[config.mk]
export PLATFORM = sky130hd
export DESIGN_NAME = mdr_control_seq_flat
export DESIGN_NICKNAME = d
export VERILOG_FILES = /design/src/rtl/mdr_control_seq_if.sv /design/src/rtl/mdr_control_seq.sv /design/src/flat_wrapper.sv
export SDC_FILE = /design/constraint.sdc
export NUM_CORES = 1
export LEC_CHECK = 0
export BUFFER_PORTS_ARGS = -buffer_cell sky130_fd_sc_hd__buf_2
export CORE_MARGIN = 1
export CORE_UTILIZATION = 41
export DETAILED_ROUTE_END_ITERATION = 10
export GPL_TIMING_DRIVEN = 0
export PLACE_DENSITY = 0.7
export SLEW_MARGIN = 20
export SYNTH_ARGS = -nofsm -noshare
export SYNTH_HDL_FRONTEND = slang
export SYNTH_SLANG_ARGS = --single-unit
[constraint.sdc]
create_clock -name clk -period 2.14 [get_ports clk]
set_clock_uncertainty 0.2 [all_clocks]
set_input_delay 0.107 -clock clk [delete_from_list [all_inputs] [get_ports clk]]
set_output_delay 0.107 -clock clk [all_outputs]
set_load 0.01 [all_outputs]
[src/rtl/mdr_control_seq_if.sv]
// rtl/mdr_control_seq_if.sv - load/control/status bus between the MDR user side and mdr_control_seq
//
// Purpose: groups every non-clock, non-reset signal of the MDR control
// sequencer into one bundle.
//   master modport : user side; drives start/load/data_in/stall/abort/result_ack
//   slave modport  : sequencer; drives busy, dp_clear, load strobes, op_code,
//                    dp_step, step_idx, last_step, ready, error, err_code
interface mdr_control_seq_if #(
  parameter int DATA_W = 16
);
  localparam int CNT_W = $clog2(DATA_W);

  logic              start;
  logic              load;
  logic [DATA_W-1:0] data_in;
  logic              stall;
  logic              abort;
  logic              result_ack;

  logic              busy;
  logic              dp_clear;
  logic              load_x;
  logic              load_y;
  logic              load_op;
  logic [1:0]        op_code;
  logic              dp_step;
  logic [CNT_W-1:0]  step_idx;
  logic              last_step;
  logic              ready;
  logic              error;
  logic [1:0]        err_code;

  modport master (
    output start, load, data_in, stall, abort, result_ack,
    input  busy, dp_clear, load_x, load_y, load_op, op_code,
    input  dp_step, step_idx, last_step, ready, error, err_code
  );

  modport slave (
    input  start, load, data_in, stall, abort, result_ack,
    output busy, dp_clear, load_x, load_y, load_op, op_code,
    output dp_step, step_idx, last_step, ready, error, err_code
  );
endinterface

[src/rtl/mdr_control_seq.sv]
// rtl/mdr_control_seq.sv - control sequencer for the iterative multiply/divide/sqrt unit
//
// Purpose: loads X, Y and opcode over a shared bus, rejects divide-by-zero
// and invalid opcodes, then issues one dp_step per non-stalled PROCESS cycle
// (N = DATA_W for MUL/DIV, DATA_W/2 for SQRT) and reports ready or a coded
// error held until result_ack.
// Ports:
//   clk  - system clock
//   rst  - synchronous active-high reset
//   bus  - mdr_control_seq_if.slave (handshake inputs, strobes and status)
// Parameters: DATA_W (even, >= 4), TIMEOUT (stall cycles tolerated in PROCESS).
// Optional build macro: MDR_WATCHDOG_EN adds a consecutive-stall watchdog
// that aborts PROCESS with err_code 11 after TIMEOUT stalled cycles.
module mdr_control_seq #(
  parameter int DATA_W  = 16,
  parameter int TIMEOUT = 64
) (
  input logic              clk,
  input logic              rst,
  mdr_control_seq_if.slave bus
);
  localparam int CNT_W = $clog2(DATA_W);

  if (DATA_W < 4 || (DATA_W % 2) != 0 || TIMEOUT < 1) begin : g_bad_params
    $error("mdr_control_seq: DATA_W must be even and >= 4, TIMEOUT >= 1");
  end

  typedef enum logic [2:0] {
    S_IDLE,
    S_SETUP,
    S_LOADX,
    S_LOADY,
    S_LOADOP,
    S_PROCESS,
    S_DONE,
    S_ERROR
  } state_t;

  state_t           state;
  logic [CNT_W-1:0] step_idx;
  logic [1:0]       op_code;
  logic [1:0]       err_code;
  logic             y_zero;
  logic [CNT_W-1:0] last_idx;
  logic             wd_trip;

  // SQRT resolves two result bits per step, so it needs half the iterations.
  assign last_idx = (op_code == 2'b10) ? CNT_W'(DATA_W / 2 - 1) : CNT_W'(DATA_W - 1);

`ifdef MDR_WATCHDOG_EN
  localparam int WD_W = $clog2(TIMEOUT + 1);
  logic [WD_W-1:0] stall_cnt;

  // Trips on the TIMEOUT-th consecutive stalled PROCESS cycle.
  assign wd_trip = (state == S_PROCESS) && bus.stall && (stall_cnt == WD_W'(TIMEOUT - 1));

  always_ff @(posedge clk) begin
    if (rst || state != S_PROCESS || !bus.stall || bus.abort) begin
      stall_cnt <= '0;
    end else begin
      stall_cnt <= stall_cnt + 1'b1;
    end
  end
`else
  // Without the watchdog PROCESS simply waits out any stall.
  assign wd_trip = 1'b0;
`endif

  always_ff @(posedge clk) begin
    if (rst) begin
      state    <= S_IDLE;
      step_idx <= '0;
      op_code  <= 2'b00;
      err_code <= 2'b00;
      y_zero   <= 1'b0;
    end else if (bus.abort && state != S_IDLE) begin
      state    <= S_IDLE;
      step_idx <= '0;
      op_code  <= 2'b00;
      err_code <= 2'b00;
    end else begin
      case (state)
        S_IDLE: begin
          if (bus.start) state <= S_SETUP;
        end
        S_SETUP: begin
          state <= S_LOADX;
        end
        S_LOADX: begin
          if (bus.load) state <= S_LOADY;
        end
        S_LOADY: begin
          if (bus.load) begin
            state  <= S_LOADOP;
            y_zero <= (bus.data_in == '0);
          end
        end
        S_LOADOP: begin
          if (bus.load) begin
            op_code <= bus.data_in[1:0];
            if (bus.data_in[1:0] == 2'b11) begin
              state    <= S_ERROR;
              err_code <= 2'b10;
            end else if (bus.data_in[1:0] == 2'b01 && y_zero) begin
              state    <= S_ERROR;
              err_code <= 2'b01;
            end else begin
              state    <= S_PROCESS;
              step_idx <= '0;
            end
          end
        end
        S_PROCESS: begin
          if (!bus.stall) begin
            if (step_idx == last_idx) begin
              state    <= S_DONE;
              step_idx <= '0;
            end else begin
              step_idx <= step_idx + 1'b1;
            end
          end else if (wd_trip) begin
            state    <= S_ERROR;
            err_code <= 2'b11;
            step_idx <= '0;
          end
        end
        S_DONE: begin
          if (bus.result_ack) begin
            state   <= S_IDLE;
            op_code <= 2'b00;
          end
        end
        S_ERROR: begin
          if (bus.result_ack) begin
            state    <= S_IDLE;
            err_code <= 2'b00;
            op_code  <= 2'b00;
          end
        end
        default: state <= S_IDLE;
      endcase
    end
  end

  assign bus.busy      = (state != S_IDLE);
  assign bus.dp_clear  = (state == S_SETUP);
  assign bus.load_x    = (state == S_LOADX) && bus.load;
  assign bus.load_y    = (state == S_LOADY) && bus.load;
  assign bus.load_op   = (state == S_LOADOP) && bus.load;
  assign bus.op_code   = op_code;
  assign bus.dp_step   = (state == S_PROCESS) && !bus.stall;
  assign bus.step_idx  = step_idx;
  assign bus.last_step = bus.dp_step && (step_idx == last_idx);
  assign bus.ready     = (state == S_DONE);
  assign bus.error     = (state == S_ERROR);
  assign bus.err_code  = err_code;
endmodule

[src/flat_wrapper.sv]
// flat-port wrapper written by rule: the top's interface ports become plain ports
module mdr_control_seq_flat 
#(
  parameter int DATA_W  = 16,
  parameter int TIMEOUT = 64
)
  (clk, rst, bus_start, bus_load, bus_data_in, bus_stall, bus_abort, bus_result_ack, bus_busy, bus_dp_clear, bus_load_x, bus_load_y, bus_load_op, bus_op_code, bus_dp_step, bus_step_idx, bus_last_step, bus_ready, bus_error, bus_err_code);
  mdr_control_seq_if #(.DATA_W(DATA_W)) bus_i ();
  input logic clk;
  input logic rst;
  input wire logic [$bits(bus_i.start)-1:0] bus_start;
  input wire logic [$bits(bus_i.load)-1:0] bus_load;
  input wire logic [$bits(bus_i.data_in)-1:0] bus_data_in;
  input wire logic [$bits(bus_i.stall)-1:0] bus_stall;
  input wire logic [$bits(bus_i.abort)-1:0] bus_abort;
  input wire logic [$bits(bus_i.result_ack)-1:0] bus_result_ack;
  output wire logic [$bits(bus_i.busy)-1:0] bus_busy;
  output wire logic [$bits(bus_i.dp_clear)-1:0] bus_dp_clear;
  output wire logic [$bits(bus_i.load_x)-1:0] bus_load_x;
  output wire logic [$bits(bus_i.load_y)-1:0] bus_load_y;
  output wire logic [$bits(bus_i.load_op)-1:0] bus_load_op;
  output wire logic [$bits(bus_i.op_code)-1:0] bus_op_code;
  output wire logic [$bits(bus_i.dp_step)-1:0] bus_dp_step;
  output wire logic [$bits(bus_i.step_idx)-1:0] bus_step_idx;
  output wire logic [$bits(bus_i.last_step)-1:0] bus_last_step;
  output wire logic [$bits(bus_i.ready)-1:0] bus_ready;
  output wire logic [$bits(bus_i.error)-1:0] bus_error;
  output wire logic [$bits(bus_i.err_code)-1:0] bus_err_code;
  assign bus_i.start = bus_start;
  assign bus_i.load = bus_load;
  assign bus_i.data_in = bus_data_in;
  assign bus_i.stall = bus_stall;
  assign bus_i.abort = bus_abort;
  assign bus_i.result_ack = bus_result_ack;
  assign bus_busy = bus_i.busy;
  assign bus_dp_clear = bus_i.dp_clear;
  assign bus_load_x = bus_i.load_x;
  assign bus_load_y = bus_i.load_y;
  assign bus_load_op = bus_i.load_op;
  assign bus_op_code = bus_i.op_code;
  assign bus_dp_step = bus_i.dp_step;
  assign bus_step_idx = bus_i.step_idx;
  assign bus_last_step = bus_i.last_step;
  assign bus_ready = bus_i.ready;
  assign bus_error = bus_i.error;
  assign bus_err_code = bus_i.err_code;
  mdr_control_seq #(.DATA_W(DATA_W), .TIMEOUT(TIMEOUT)) u_core (.clk(clk), .rst(rst), .bus(bus_i));
endmodule
Word-level counts from Yosys, hierarchy flattened
Cells that the tools add are included.
- flip-flop bits (word level): 12
- logic and storage cells: 74
- $add $sub $neg: 1
- equality and inequality tests: 22
- muxes and demuxes: 24
- bitwise operators: 1
- reductions and logical operators: 21
- operators by type and width (kind ; number):
    2-to-1 mux 3 bit ; 8
    2-to-1 mux 4 bit ; 6
    case mux 3 bit (7 select lines) ; 1
    zero test 16 bit ; 1
    != test 2 bit (second input constant) ; 8
    == test 3 bit (second input constant) ; 4
    2-to-1 mux 2 bit ; 6
    case mux 2 bit (2 select lines) ; 2
    case mux 4 bit (2 select lines) ; 1
    logical AND 1 bit ; 7
    AND reduction 7 bit ; 1
    == test 3 x 2 -> 1 bit (second input constant) ; 2
    AND reduction 3 bit ; 2
    nonzero test 2 bit ; 3
    AND reduction 5 bit ; 1
    adder 4 x 1 -> 4 bit (second input constant) ; 1
    == test 2 bit (second input constant) ; 2
    == test 4 bit ; 1
    != test 2 x 1 -> 1 bit (second input constant) ; 2
    AND reduction 4 bit ; 1
    OR reduction 2 bit ; 2
    == test 3 x 1 -> 1 bit (second input constant) ; 1
    zero test 3 bit ; 1
    != test 3 x 1 -> 1 bit (second input constant) ; 1
    4 further kinds ; 4

Longest topological paths before layout
Gate-level depths: netlist of the first run.
- word-level depth: 6
- gate-level depth with buffers: 7

Worst setup path after synthesis of the first run
No wires, ideal clock.
- path kind: reg2reg
- start point: reg u_core.state[1]
- end point: reg u_core.err_code[1], in the netlist u_core.bus.err_code[1]
- setup time: 0.059 ns
- arrival: 1.495 ns
- required time: 1.881 ns
- setup slack: 0.386 ns
- cell stages (with the launch flop): 8
- buffers on the path: 2
- cells stage by stage: dfxtp_1 buf_6 or3_4 a21o_1 buf_6 a211oi_2 and2b_1 a31o_1
- word-level cells in the longest chain between the ends: 3
- RTL lines (what ; RTL line ; RTL):
    from (decl) ; mdr_control_seq.sv:39 ; state_t state;
    from (signal assigned) ; mdr_control_seq.sv:71 ; state <= S_IDLE;
    from (signal assigned) ; mdr_control_seq.sv:77 ; state <= S_IDLE;
    from (signal assigned) ; mdr_control_seq.sv:84 ; if (bus.start) state <= S_SETUP;
    nonzero test 3 bit ; n/a ;
    net bus_busy ; flat_wrapper.sv:17 ; output wire logic [$bits(bus_i.busy)-1:0] bus_busy;
    logical AND 1 bit ; mdr_control_seq.sv:76 ; end else if (bus.abort && state != S_IDLE) begin
    OR reduction 2 bit (no source line) ; n/a ;
    to (signal assigned) ; mdr_control_seq.sv:74 ; err_code <= 2'b00;
    to (signal assigned) ; mdr_control_seq.sv:80 ; err_code <= 2'b00;
    to (signal assigned) ; mdr_control_seq.sv:103 ; err_code <= 2'b10;
    to (decl) ; mdr_control_seq.sv:42 ; logic [1:0] err_code;
The timed path passes the listed nets, and every way through them passes these cells.
A chain may end at the register's enable or synchronous reset.

Final worst setup path of the first run
- start point: reg u_core.state[2]
- end point: reg u_core.y_zero
- word-level cells in the longest chain between the ends: 4
- RTL lines (what ; RTL line ; RTL):
    nonzero test 3 bit ; mdr_control_seq.sv:76 ;
    logical AND 1 bit ; mdr_control_seq.sv:76 ;
    NOT 1 bit (no source line) ; n/a ;
    AND reduction 3 bit (no source line) * ; n/a ;
    to (signal assigned) ; mdr_control_seq.sv:95 ; y_zero <= (bus.data_in == '0);
    to (decl) ; mdr_control_seq.sv:43 ; logic y_zero;
Every way passes the cells marked *; elsewhere a longest branch is shown, timed or not.

==> metrics.cfg, run 1 <==
[run_status]
outcome=complete, no violations

[cts]
worstSkewPairLatency_ns=0.27
clock_sinks=12
cts_tree=built
cts_buffers=3
htree_levels=1
clkTransAtPathRegs_ns=0.08
cts_resized=0
clockBufferDepth=2
root_buffer=clkbuf_4

[die]
core_um2=1821
dieArea_um2=2214
die_h_um=47.05
die_x_um=47.05
io_pins=40
start_util_pct=45.70
rows=15

[power]
p_leak_uw=0.0005081
ir_drop_v=0.0004368
power.density_nw_per_um2=640.7

[finish]
final_nets=179
utilization_pct=62.54
layout-drive-gt1-share_pct=35.29
stdcell_area_um2=1139
diodes=0
syn2layout_area_growth_pct=36.84

[place]
io_buffer_count=39
placed_area_um2=1059
hpwl_mm=1.625
gp_congestion=0.7689

[logic_synthesis]
synth_top_family_by_area=simple AND/OR/NAND/NOR gates
synth_compound_area_share_pct=25.26
synth-main-ff-cell=dfxtp_1
syn_avg_cell_area_um2=7.924
synth-simple-area-share_pct=36.24
ys_warn_count=0
syn-num-nets=129
yosysUniqueCellTypes=43
syn_area_um2=832.0
synthCells=105
synth_fa_ha_area_share_pct=1.504
ys_seq_area_share_pct=28.87
synth_xor_area_share_pct=1.053
synth-edff-count=0
ys_ff_latch=12
synthMuxAreaShare_pct=0
synthArstFlopShare_pct=0

[worst_setup_path]
critPathMaxFanout=10
crit_slowest_cell=dlygate4sd3_1
path_delay_family=buffers and inverters
crit_required_ns=2.16
cp.arrival_ns=2.08
path_class=flip-flop to flip-flop
regToRegSetupSlack_ns=0.08
worstRegToRegCells=5
path_buf_inv=2
cp_cell_sequence=buf_2 -> nand4b_1 -> or3_1 -> a21oi_1 -> dlygate4sd3_1
endpoint_kind=flip-flop
critPathMaxStageDelay_ns=0.55
start_kind=flip-flop
regToRegStartpoint=u_core.state[2]
r2r_end=u_core.y_zero

[routing]
detail-route-antenna-nets=0
wirelength_mm=2.160
viasPerCell=5.360
wl_per_cell_um=12.13
vias=954
drc_errors=0
dr.pass1.iters=3
drt_iter0_drc=13

[timing]
hold_violations=0
period_needed_ns=2.059
fmax_mhz=485.7
drv_slew=0
worstMarginPinSlew_ns=0.3882
relSlewSlack_pct=73.95
setup_viol=0
min_period_over_period_pct=96.21

[flow_run]
cap_violations=0

[hold_path]
min_from=bus_data_in[1]
whs_path_depth=3
hold_path_end=u_core.bus.err_code[0]
hold_path_class=input port to flip-flop

[grt]
grt_pass1_vias=812
gr-total-overflow=0
antenna_found_initial=0
grt_first_pass_wirelength_mm=3.422
track_usage_pct=22.30
grt_max_degree=11

what timing repair did:
item | 4_1_cts | 5_1_grt
setup endpoints to repair | 0 | 1
buffers inserted | 0 | 1
hold endpoints to repair | 6 | 0
hold buffers | 5 | 0
synth_stat cells, types with 2 or more instances:
cell type  instances  area, µm²
a21oi_1           12      60.06
and3_1             2      12.51
buf_2              2      10.01
buf_6              2      22.52
dfxtp_1           12      240.2
inv_1              4      15.01
nand2_1           17      63.81
nand3_1            4      20.02
nand4_1            2      12.51
nand4b_1           2      17.52
nor2_1             4      15.01
nor2b_1            2      12.51
nor4_1             5      31.28
o21ai_0            3      15.01
or3_1              3      18.77
or4_1              2      15.01
how the worst max path moves through the flow:
| stage | startpoint | end | slack, ns | cells past startpoint |
|---|---|---|---|---|
| after global routing | u_core.state[2] | u_core.y_zero | -0.01 | 5 |
| after detailed placement | u_core.state[2] | u_core.bus.step_idx[3] | 0.31 | 5 |
| after CTS | u_core.state[2] | u_core.y_zero | 0.01 | 5 |
| final | u_core.state[2] | u_core.y_zero | 0.08 | 5 |
| after global placement | u_core.state[2] | u_core.bus.step_idx[3] | 0.33 | 5 |
| after floorplan | u_core.state[1] | u_core.bus.err_code[1] | 0.39 | 7 |
flip-flops by register name (all words and copies together) (netlist names):
register             count
u_core.y_zero            1
u_core.bus.op_code       2
u_core.state             3
u_core.bus.err_code      2
u_core.bus.step_idx      4
worst min-delay path, cell delays in order:
cell and delay (ns):
buf_2 0.13, nand2_1 0.09, a32o_1 0.12
power breakdown:
| part | total (µW) | switching (µW) | internal (µW) |
|---|---|---|---|
| clock | 140 | 74.7 | 65.2 |
| combinational | 337 | 190 | 146 |
| sequential | 253 | 14.0 | 239 |
final cells by class:
cell class | instances | area [µm²]
Buffer | 6 | 43.79
Tap cell | 25 | 31.28
Fill cell | 190 | 681.9
Inverter | 4 | 15.01
Clock buffer | 3 | 22.52
Timing Repair Buffer | 45 | 252.7
Multi-Input combinational cell | 83 | 533.0
Sequential cell | 12 | 240.2
placed cells by master (no fill, tap or decap), types with 2 or more instances in the layout:
cell,Yosys,routed
and3_1,2,2
nor4_1,5,5
dlygate4sd3_1,0,5
or3_1,3,3
nor2b_1,2,2
buf_2,2,41
dfxtp_1,12,12
a21oi_1,12,12
buf_6,2,2
nand4_1,2,2
nor2_1,4,4
nand2_1,17,17
clkbuf_4,0,3
buf_4,1,2
o21ai_0,3,3
nand3_1,4,4
nand4b_1,2,2
or4_1,2,2
inv_1,4,4
per-stage QoR:
| step | TNS (ns) | instances | hold WS [ns] | setup slack, ns | total power (µW) |
|---|---|---|---|---|---|
| floorplan | 0 | 105 | -0.02393 | 0.3862 | 495.5 |
| global placement | 0 | 169 | 0.09592 | 0.3254 | 583.6 |
| detailed placement | 0 | 169 | 0.09943 | 0.3127 | 587.2 |
| CTS | 0 | 177 | 0.003692 | 0.01397 | 731.2 |
| global route | -0.01132 | 178 | 0.01952 | -0.01132 | 783.3 |
| finish | 0 | 178 | 0.007004 | 0.08107 | 729.5 |
cell families after synthesis:
kind of cell    count (synthesis)
simple gates                   52
compound gates                 29
flops                          12
buf+inv                        10
xor+xnor                        1
fa+ha+maj                       1
per-layer routing:
layer	part of all wire, %	wire length (µm)	GRT usage (%)
met3	2.9	62	5.385
met4	1.1	24	12.57
met1	48	1039	26.96
met2	48	1034	36.11
met5	0	0	0
Note: power is estimated with default switching activity, not from simulation.
==> inputs of run 2 (changes only) <==
--- a/config.mk
+++ b/config.mk
@@ -15,3 +15,4 @@
 export SYNTH_ARGS = -nofsm -noshare
 export SYNTH_HDL_FRONTEND = slang
 export SYNTH_SLANG_ARGS = --single-unit
+export TNS_END_PERCENT = 100
==> constraint.sdc (replaced) <==
create_clock -name clk -period 2.2 [get_ports clk]
set_clock_uncertainty 0.2 [all_clocks]
set_input_delay 0.11 -clock clk [delete_from_list [all_inputs] [get_ports clk]]
set_output_delay 0.11 -clock clk [all_outputs]
set_load 0.01 [all_outputs]
==> run 2 against run 1 <==
Sequential cell count is the same. Count of clock-buffer cells in the layout is the same. Die area is the same. Hold slack improved by 0.027 ns. Wire length rose by 1.4%. Clock power fell by 4%. Combinational power down 3%. Via count down 0.31%. Utilization rose by 0.27 points. Critical path type unchanged. Critical endpoint unchanged. Highest routed layer unchanged.
==> metrics.cfg, run 2 (synthesis results as in run 1) <==
[die]
dieArea_um2=2214
rows=15
die_x_um=47.05
io_pins=40
start_util_pct=45.70
core_um2=1821
die_h_um=47.05

[grt]
antenna_found_initial=0
gr-total-overflow=0
grt_first_pass_wirelength_mm=3.477
track_usage_pct=22.70
grt_pass1_vias=805
grt_max_degree=11

[routing]
drt_iter0_drc=15
wl_per_cell_um=12.45
drc_errors=0
dr.pass1.iters=4
detail-route-antenna-nets=0
wirelength_mm=2.191
viasPerCell=5.403
vias=951

[hold_path]
hold_path_class=input port to flip-flop
min_from=bus_abort

[finish]
diodes=0
top_regs=u_core.bus.step_idx: 4 flops, u_core.state: 3 flops
largest_register_ffs=4
stdcell_area_um2=1144
regMostFlops=u_core.bus.step_idx
final_cell_mix=buf_2 (39), nand2_1 (17), dfxtp_1 (12)
final_nets=177
utilization_pct=62.82
syn2layout_area_growth_pct=37.44
final_common_cell=buf_2
layout-drive-gt1-share_pct=35.76

[flow_run]
cap_violations=0

[timing]
worstMarginPinSlew_ns=0.3882
finalSetupTns_ns=0
min_period_over_period_pct=96.34
period_needed_ns=2.119
drv_slew=0
hold_violations=0
setup_viol=0
relSlewSlack_pct=73.95
fmax_mhz=471.8

[cts]
clock_sinks=12
cts_tree=built
cts_buffers=3
worstSkewPairLatency_ns=0.27
clockBufferDepth=2
htree_levels=1
root_buffer=clkbuf_4
clkTransAtPathRegs_ns=0.08

[worst_setup_path]
cp_cell_sequence=buf_2 -> nand4b_1 -> buf_4 -> o21ai_0 -> a21oi_2 -> dlygate4sd3_1
path_class=flip-flop to flip-flop
r2r_end=u_core.y_zero
regToRegSetupSlack_ns=0.08
worstRegToRegCells=6
crit_required_ns=2.17
endpoint_kind=flip-flop
critPathMaxFanout=10
start_kind=flip-flop
regToRegStartpoint=u_core.state[2]
startpoint=u_core.state[2]
cp.arrival_ns=2.09
critPathMaxStageDelay_ns=0.55
endpoint=u_core.y_zero
crit_slowest_cell=dlygate4sd3_1

[place]
gp_congestion=0.7689
io_buffer_count=39
placed_area_um2=1059
hpwl_mm=1.625

[power]
p_sw_share_pct=38.29
clkPwrFrac_pct=19.1
p_int_uw=437.7
power.density_nw_per_um2=620.3
ir_drop_v=0.0004246
comb_power_share_pct=46.3
p_leak_uw=0.0005184
seqPwrFrac_pct=34.7
switchingPower_uw=271.6

[run_status]
outcome=complete, no violations

-- run 2: power by group through the flow --
stage / Sequential (µW) / Combinational, µW / Clock (µW)
floorplan: 248 / 234 / 0
global placement: 251 / 316 / 0
detailed placement: 251 / 320 / 0
CTS: 246 / 326 / 140
global route: 248 / 360 / 152
finish: 246 / 328 / 135
-- run 2: worst min path at each step --
stage                 endpoint  cells past startpoint
2_1_floorplan    u_core.y_zero                      1
3_3_place_gp     u_core.y_zero                      2
3_5_place_dp     u_core.y_zero                      2
4_1_cts        u_core.state[0]                      4
5_1_grt        u_core.state[0]                      4
6_report       u_core.state[0]                      4
-- run 2: final cells by class --
type | count | area (µm²)
plain buffers | 6 | 43.79
repair buffers | 43 | 247.7
flip-flops and latches | 12 | 240.2
fillers | 188 | 676.9
clock buffers | 3 | 22.52
inverters | 4 | 15.01
well taps | 25 | 31.28
multi-input cells | 83 | 543.0
-- run 2: critical path, delay by kind of cell, from the launching register on --
family,cells,cell delay [ns]
DFF,1,0.35
and+or+nand+nor,1,0.22
buffers and inverters,3,0.91
AOI/OAI and AO/OA,2,0.33
-- run 2: metrics by stage --
step	instances	setup WS [ns]	power, µW	hold slack [ns]
3_3_place_gp	169	0.3854	567.7	0.09892
5_1_grt	176	-0.03887	760.9	0.05553
2_1_floorplan	105	0.4462	482.0	-0.02093
6_report	176	0.08061	709.4	0.03352
3_5_place_dp	169	0.3727	571.2	0.1024
4_1_cts	177	0.04268	711.2	0.03325
-- run 2: what timing repair did --
item                                    CTS  global route
buffers inserted                          0             1
endpoints found under the hold margin     5             0
hold buffers                              5             0
gates resized for setup                   0             4
endpoints found under the setup margin    0             1
-- run 2: metal layers --
metal | wire [µm] | part of all wire [%] | global-route usage [%]
met5 | 0 | 0 | 0
met3 | 65 | 3.0 | 5.385
met1 | 1017 | 46 | 27.65
met4 | 14 | 0.64 | 12.00
met2 | 1093 | 50 | 36.94
